==> config.mk <==
export PLATFORM = sky130hd
export DESIGN_NAME = sd_spi_master
export DESIGN_NICKNAME = d
export VERILOG_FILES = /design/src/rtl/sd_spi_pkg.sv /design/src/rtl/sd_spi_shifter.sv /design/src/rtl/sd_spi_master.sv
export SDC_FILE = /design/constraint.sdc
export NUM_CORES = 1
export LEC_CHECK = 0
export ABC_AREA = 1
export CAP_MARGIN = 20
export CORE_MARGIN = 2
export CORE_UTILIZATION = 59
export CTS_CLUSTER_DIAMETER = 100
export DETAILED_ROUTE_END_ITERATION = 7
export PLACE_DENSITY_LB_ADDON = 0.2
export SYNTH_ARGS = -nofsm -noshare
export SYNTH_HDL_FRONTEND = slang
export SYNTH_SLANG_ARGS = --single-unit
==> constraint.sdc <==
create_clock -name clk -period 4.46 [get_ports clk]
set_clock_uncertainty 0.2 [all_clocks]
set_input_delay 0.892 -clock clk [delete_from_list [all_inputs] [get_ports clk]]
set_output_delay 0.892 -clock clk [all_outputs]
set_load 0.005 [all_outputs]
==> src/rtl/sd_spi_pkg.sv <==
// Shared definitions for the SD-card SPI master: register map, field positions,
// shifter states and reset defaults.
package sd_spi_pkg;

    localparam logic [7:0] OFF_CTRL   = 8'h00;
    localparam logic [7:0] OFF_DATA   = 8'h04;
    localparam logic [7:0] OFF_STATUS = 8'h08;

    localparam int unsigned CTRL_CS_N    = 0;
    localparam int unsigned CTRL_IRQ_EN  = 1;
    localparam int unsigned CTRL_DIV_LSB = 8;
    localparam int unsigned CTRL_LEN_LSB = 16;

    localparam int unsigned STAT_BUSY = 0;
    localparam int unsigned STAT_DONE = 1;
    localparam int unsigned STAT_OVR  = 2;

    localparam logic [7:0] DIV_RESET = 8'h3F;
    localparam logic [4:0] LEN_RESET = 5'd7;

    typedef enum logic [1:0] {
        IDLE = 2'd0,
        LOW  = 2'd1,
        HIGH = 2'd2
    } spi_state_t;

endpackage

==> src/rtl/sd_spi_shifter.sv <==
// SPI mode-0 bit engine: half-period timing, bit counting, MSB-first shift out
// and right-aligned capture of MISO.
module sd_spi_shifter
    import sd_spi_pkg::*;
(
    input  logic        clk,
    input  logic        resetn,
    input  logic        start,
    input  logic [4:0]  len,
    input  logic [7:0]  div,
    input  logic [31:0] tx,
    input  logic        miso,
    output logic        busy,
    output logic        done_pulse,
    output logic [31:0] rx,
    output logic        sck,
    output logic        mosi
);

    spi_state_t  state, state_d;
    logic [7:0]  cnt, div_q;
    logic [4:0]  bitcnt;
    logic [31:0] tx_q;
    logic        half_end, load, sample, step;

    assign half_end = (cnt == div_q);
    assign busy     = (state != IDLE);

    always_ff @(posedge clk or negedge resetn) begin
        if (!resetn) state <= IDLE;
        else         state <= state_d;
    end

    always_comb begin
        state_d    = state;
        load       = 1'b0;
        sample     = 1'b0;
        step       = 1'b0;
        done_pulse = 1'b0;
        case (state)
            IDLE: if (start) begin
                state_d = LOW;
                load    = 1'b1;
            end
            LOW: if (half_end) begin
                state_d = HIGH;
                sample  = 1'b1;
            end
            HIGH: if (half_end) begin
                if (bitcnt == 5'd0) begin
                    state_d    = IDLE;
                    done_pulse = 1'b1;
                end else begin
                    state_d = LOW;
                    step    = 1'b1;
                end
            end
            default: state_d = IDLE;
        endcase
    end

    always_ff @(posedge clk or negedge resetn) begin
        if (!resetn) begin
            cnt    <= '0;
            div_q  <= '0;
            bitcnt <= '0;
            tx_q   <= '0;
            rx     <= '0;
            sck    <= 1'b0;
            mosi   <= 1'b1;
        end else if (load) begin
            div_q  <= div;
            bitcnt <= len;
            tx_q   <= tx;
            rx     <= '0;
            mosi   <= tx[len];
            cnt    <= '0;
        end else if (state != IDLE) begin
            cnt <= half_end ? 8'd0 : cnt + 8'd1;
            if (sample) begin
                rx  <= {rx[30:0], miso};
                sck <= 1'b1;
            end
            // falling edge of sck: next bit goes out here, never mid-half
            if (state == HIGH && half_end) begin
                sck <= 1'b0;
                if (step) begin
                    bitcnt <= bitcnt - 5'd1;
                    mosi   <= tx_q[bitcnt - 5'd1];
                end
            end
        end
    end

endmodule

==> src/rtl/sd_spi_master.sv <==
// APB3 slave for the SD-card SPI link: register decode, CTRL, sticky status
// flags and interrupt around the bit engine.
module sd_spi_master
    import sd_spi_pkg::*;
(
    input  logic        clk,
    input  logic        resetn,
    input  logic [7:0]  paddr,
    input  logic        psel,
    input  logic        penable,
    input  logic        pwrite,
    input  logic [31:0] pwdata,
    output logic [31:0] prdata,
    output logic        pready,
    output logic        pslverr,
    output logic        spi_sck,
    output logic        spi_mosi,
    input  logic        spi_miso,
    output logic        spi_cs_n,
    output logic        irq
);

    logic        cs_n, irq_en, done, ovr;
    logic [7:0]  div;
    logic [4:0]  len;
    logic        wr, sel_ctrl, sel_data, sel_status;
    logic        start, busy, done_pulse;
    logic [31:0] rx, ctrl_rd, status_rd;
    logic        unused_addr;

    assign unused_addr = ^{paddr[7:4], paddr[1:0]};

    assign pready  = 1'b1;
    assign pslverr = 1'b0;

    assign wr         = psel & penable & pwrite;
    assign sel_ctrl   = (paddr[3:2] == OFF_CTRL[3:2]);
    assign sel_data   = (paddr[3:2] == OFF_DATA[3:2]);
    assign sel_status = (paddr[3:2] == OFF_STATUS[3:2]);
    assign start      = wr & sel_data & ~busy;

    always_ff @(posedge clk or negedge resetn) begin
        if (!resetn) begin
            cs_n   <= 1'b1;
            irq_en <= 1'b0;
            div    <= DIV_RESET;
            len    <= LEN_RESET;
        end else if (wr && sel_ctrl) begin
            cs_n   <= pwdata[CTRL_CS_N];
            irq_en <= pwdata[CTRL_IRQ_EN];
            div    <= pwdata[CTRL_DIV_LSB +: 8];
            len    <= pwdata[CTRL_LEN_LSB +: 5];
        end
    end

    // set terms are ORed after the clear so a coincident set wins
    always_ff @(posedge clk or negedge resetn) begin
        if (!resetn) begin
            done <= 1'b0;
            ovr  <= 1'b0;
        end else begin
            done <= (done & ~(wr & sel_status & pwdata[STAT_DONE])) | done_pulse;
            ovr  <= (ovr & ~(wr & sel_status & pwdata[STAT_OVR])) | (wr & sel_data & busy);
        end
    end

    assign irq      = done & irq_en;
    assign spi_cs_n = cs_n;

    always_comb begin
        ctrl_rd                        = '0;
        ctrl_rd[CTRL_CS_N]             = cs_n;
        ctrl_rd[CTRL_IRQ_EN]           = irq_en;
        ctrl_rd[CTRL_DIV_LSB +: 8]     = div;
        ctrl_rd[CTRL_LEN_LSB +: 5]     = len;
        status_rd                      = '0;
        status_rd[STAT_BUSY]           = busy;
        status_rd[STAT_DONE]           = done;
        status_rd[STAT_OVR]            = ovr;
    end

    always_comb begin
        prdata = '0;
        if (psel && !pwrite) begin
            if (sel_ctrl)        prdata = ctrl_rd;
            else if (sel_data)   prdata = rx;
            else if (sel_status) prdata = status_rd;
        end
    end

    sd_spi_shifter u_shifter (
        .clk        (clk),
        .resetn     (resetn),
        .start      (start),
        .len        (len),
        .div        (div),
        .tx         (pwdata),
        .miso       (spi_miso),
        .busy       (busy),
        .done_pulse (done_pulse),
        .rx         (rx),
        .sck        (spi_sck),
        .mosi       (spi_mosi)
    );

endmodule

# Word-level counts from Yosys, hierarchy flattened
# Cells that the tools add are included.
# W data, S select, Z words.
# totals
in_bits	46
register_bits	106
# op_classes
order_cmp	2
n_bitwise	17
n_mux	39
eq_ne	8
n_reduce_logical	17
addsub	2
# ops
op	count
$mux W32	6
$mux W8	3
$mux W5	4
$mux W1	19
$lt A5 B6 Y1 const B	2
$reduce_bool A2 Y1	6
$and A1 B1 Y1	11
$bmux W1 S5	2
$reduce_and A3 Y1	3
$add A8 B1 Y8 const B	1
$eq A8 B8 Y1	1
$mux W2	3
$pmux W2 S3	1
$logic_not A5 Y1	1
$sub A5 B1 Y5 const B	1
$eq A2 B1 Y1 const B	2
$eq A2 B2 Y1 const B	2
$logic_not A2 Y1	2
$ne A2 B1 Y1 const B	2
$not A1 Y1	4
$logic_and A1 B1 Y1	3
$mux W3	1
$ne A2 B2 Y1 const B	1
$or A1 B1 Y1	2
2 further kinds	2

# Longest topological paths before layout
# logic_depth
ltp_word	8
ltp_mapped	14
ltp_nobuf	11

# By module
# From an unflattened synthesis, not the netlist that was laid out.
# hier_totals
cells_unflattened	785
hier_area_um2	5713.0
# by_module_without_submodules
module	area_per_inst_um2	instances	cells_each
sd_spi_shifter	4554.4	1	597
sd_spi_master	1158.6	1	188

# Least setup slack after synthesis
# Ideal clock, no wire load.
# synth_path
path_kind	input to output
startpoint	input paddr[2]
endpoint	output prdata[21]
stages	5
t_required_ps	3368
t_arrival_ps	1714
setup_slack_ps	1654
path_cell_list	inv_1 -> nor2_2 -> inv_1 -> clkbuf_1 -> nor3_1
# synth_between
elab_chain_len	4
elab_cells_between_ends	5
classes_between	1 x eq/ne; 3 x mux; 1 x reduce/logical
# synth_rtl
item	line_no	text
start, declared	sd_spi_master.sv:8	input logic [7:0] paddr,
$eq A2 B1 Y1	sd_spi_master.sv:38	assign sel_data = (paddr[3:2] == OFF_DATA[3:2]);
$mux W32	sd_spi_master.sv:86	else if (sel_data) prdata = rx;
$mux W32 (*)	sd_spi_master.sv:85	if (sel_ctrl) prdata = ctrl_rd;
$mux W32 (*)	sd_spi_master.sv:84	if (psel && !pwrite) begin
end, declared	sd_spi_master.sv:13	output logic [31:0] prdata,
# Mark *: on every way between the ends. The rest lies on a longest branch, timed or not.

# Worst setup path after layout
# layout_path
startpoint	input psel
endpoint	output prdata[11]
# layout_between
elab_chain_len	2
# layout_rtl
item	line_no	text
start, declared	sd_spi_master.sv:9	input logic psel,
$logic_and A1 B1 Y1	sd_spi_master.sv:84	
$mux W32	sd_spi_master.sv:84	
# Every way passes these cells.

==> summary.txt <==
Global routing
  • Global-route wire length before repair: 21.5 mm
  • Vias in the first global route: 4507
  • Largest net degree at the start of global routing: 75
  • Initial antenna violation count: 0
  • GRT Util Overall: 26.7%
  • Grt ovf: 0

Finish
  • Final instance area: 6420 µm²
  • Fraction of layout cells with a size suffix above 1: 5.44%
  • Seq. cell area: 2670 µm²
  • Fillers: 756
  • Ant diodes: 0
  • Multi-input gate area: 2210 µm²
  • Fin cells: 901
  • Nets: 833
  • Area grow syn2layout: 17.2%

Critical path
  • Worst Path Buf+Inv: 4
  • Worst setup EP type: primary output
  • Startpoint types: primary input
  • Slowest cell on crit path: clkdlybuf4s50_1
  • Worst-path fanout max: 31
  • R2r endpoint: u_shifter.mosi
  • R2r startpoint: u_shifter.bitcnt[0]
  • Worst Path Arrival: 2.79 ns
  • Critical path class: primary input to primary output
  • Setup slack, reg-to-reg: 1.73 ns
  • WP data required: 3.37 ns
  • Worst Reg-to-Reg Cells: 11
  • CP Cell Sequence: clkdlybuf4s50_1, inv_1, nor2_1, inv_1, a21oi_1, clkdlybuf4s50_1
  • Cell family with most CP delay: buffers and inverters
  • Largest stage delay, worst path: 0.55 ns

Yosys
  • Number of enable flip-flop cells after synthesis: 0
  • Post-synthesis sequential area ratio: 48.6%
  • #FFs+latches synth: 106
  • Mapped Nets: 778
  • Synth cell types: 32
  • Mean Syn Cell Area: 7.51 µm²
  • Post-Syn Area: 5480 µm²
  • Xor/xnor cell area share of the yosys netlist: 1.28%
  • Largest family of logic cells by synthesized area: simple AND/OR/NAND/NOR gates
  • Syn Inst Count: 730
  • Synth Area in Compound Gates: 13.6%
  • Synth cell count leaders: 210 x nand2_1, 106 x inv_1, 95 x dfrtp_1, 84 x o21ai_0, 64 x nand3_1
  • Ys Warns: 0
  • Most common cell in the netlist: nand2_1
  • Synth top area share: 43.4%
  • Post-synthesis adder-cell area fraction: 0.457%
  • Cell taking the most area after synthesis: dfrtp_1
  • Dominant synthesized flop cell: dfrtp_1
  • Top cells by area, synth: dfrtp_1 43%, nand2_1 14%, o21ai_0 7.7%, inv_1 7.3%, nand3_1 5.8%
  • FFs w/ async S/R, synth: 100%
  • Simple-gate share of the synthesized area: 24.8%
  • Mux contribution to synthesized area: 0%

Place
  • Post-Place Setup Slack: 0.579 ns
  • Cell count after placement: 885
  • Cell Area, Placed: 6230 µm²
  • Hpwl dp: 9.01 mm
  • Port Buffers: 75
  • GPL Wtd Cong: 0.904

Clock tree
  • Reg clk slew, reported paths: 0.10 ns
  • CTS max path bufs: 2
  • Post-CTS Setup Bufs: 0
  • CTS H-Tree Depth: 3
  • Clock Latency Late Sink: 0.36 ns
  • # clock sinks: 106
  • CTS resizes: 0
  • CTS tree: done
  • Cts hold-fix bufs: 0
  • Root Buffer: clkbuf_8
  • CTS Buf Count: 9

Job
  • Max_cap viols: 0

STA
  • Setup TNS Final: 0 ns
  • Final Max Tran Viols: 0
  • RSZ-0062 raised after global routing: no
  • Worst-Margin Slew: 0.910 ns
  • Max Freq: 258 MHz
  • Tcrit/Tclk final: 87.0%
  • Final min period: 3.88 ns
  • Final Hold Vio Count: 0
  • Final setup margin: 0.580 ns
  • Final setup violation count: 0
  • Slew HR: 39.3%

Status
  • Status: complete, no violations

Floorplanning
  • Die ar.: 10100 µm²
  • # rows: 35
  • Core area: 9110 µm²
  • Initial cell density of the core: 60.2%
  • Die height: 100 µm
  • Die Wd: 100 µm
  • Num ports: 84

Detailed routing
  • Residual DRC: 0
  • Routed WL: 12.6 mm
  • Vias: 4869
  • Via-to-Cell Ratio: 5.40
  • ANT nets after route: 0
  • 1st-iter DRT viols: 301
  • Routed WL per cell: 14.0 µm
  • First drt pass iteration count: 4

Worst hold path
  • Worst Hold Depth: 2
  • Min-delay src: u_shifter.tx_q[30]
  • Worst Hold Class: flip-flop to flip-flop
  • Hold EP: u_shifter.tx_q[30]

Pwr
  • Worst vdd ir: 0.238 mV
  • Leakage Power: 3.01 nW
  • Pwr Total: 1.87 mW
  • P per Cell Area: 291 nW/µm²
[routing by layer]
layer | GRT usage, % | up-vias | share of wire [%]
li1 | - | 2435 | -
met1 | 39.3 | 2289 | 47
met2 | 41.3 | 123 | 47
met3 | 3.90 | 22 | 4.3
met4 | 8.22 | 0 | 1.7
met5 | 0 | - | 0
[worst min-delay path, delay by kind of cell (launching register included)]
kind	cells	cell delay, ns
DFF	1	0.35
and+or+nand+nor	1	0.06
AOI/OAI and AO/OA	1	0.06
[power by group]
group	total, mW	switching, mW	internal [mW]
combinational	0.215	0.119	0.0961
sequential	1.07	0.0581	1.01
clock	0.590	0.327	0.263
total	1.87	0.504	1.37
[stage by stage]
stage               utilization [%]  hold slack [ns]
floorplan                         -            0.248
global placement               68.4            0.264
detailed placement             68.4            0.273
CTS                            70.5            0.298
global route                   70.5            0.321
finish                         70.5            0.293
[cells in the final DEF (no fill, tap or decap), drive strengths merged]
master / instances
xor2: 6
nand4: 4
a31oi: 1
nand2: 213
inv: 111
nor4: 1
dfrtp: 95
clkbuf: 11
ha: 2
o31ai: 1
buf: 7
clkdlybuf4s50: 74
conb: 2
dfstp: 11
bufinv: 1
nand3: 65
o21ai: 87
nor3: 19
xnor2: 2
a21oi: 17
nor2: 21
clkinv: 4
o211ai: 10
clkinvlp: 2
or2: 1
o22ai: 22
[final cells by class]
type	instances	area share (%)
Sequential cell	106	41.5
Multi-Input combinational cell	474	34.4
Timing Repair Buffer	81	12.3
Inverter	113	6.60
Tap cell	111	2.16
Clock buffer	11	2.04
Clock inverter	5	0.974
[registers in the layout (all words and copies together), names as in the netlist, 2 cells and up]
signal	cells
div	8
len	5
u_shifter.bitcnt	5
u_shifter.cnt	8
u_shifter.div_q	8
u_shifter.rx	32
u_shifter.state	2
u_shifter.tx_q	32
[cell families (layout without fill, tap and decap cells)]
family | Yosys count | count (layout)
AND/OR/NAND/NOR | 324 | 324
AO/OA/AOI/OAI | 138 | 138
adder cells (fa/ha/maj) | 2 | 2
flip-flops | 106 | 106
other | 2 | 2
buffers and inverters | 150 | 210
XOR/XNOR | 8 | 8
[worst max path at each step]
stage	start	endpoint	slack, ns	depth (start not counted)
floorplan	paddr[2]	prdata[21]	1.65	5
global placement	psel	prdata[11]	0.58	6
detailed placement	psel	prdata[12]	0.58	6
CTS	psel	prdata[11]	0.58	6
global route	psel	prdata[15]	0.36	6
finish	psel	prdata[11]	0.58	6
No activity file was read; power rests on OpenSTA's default activity.
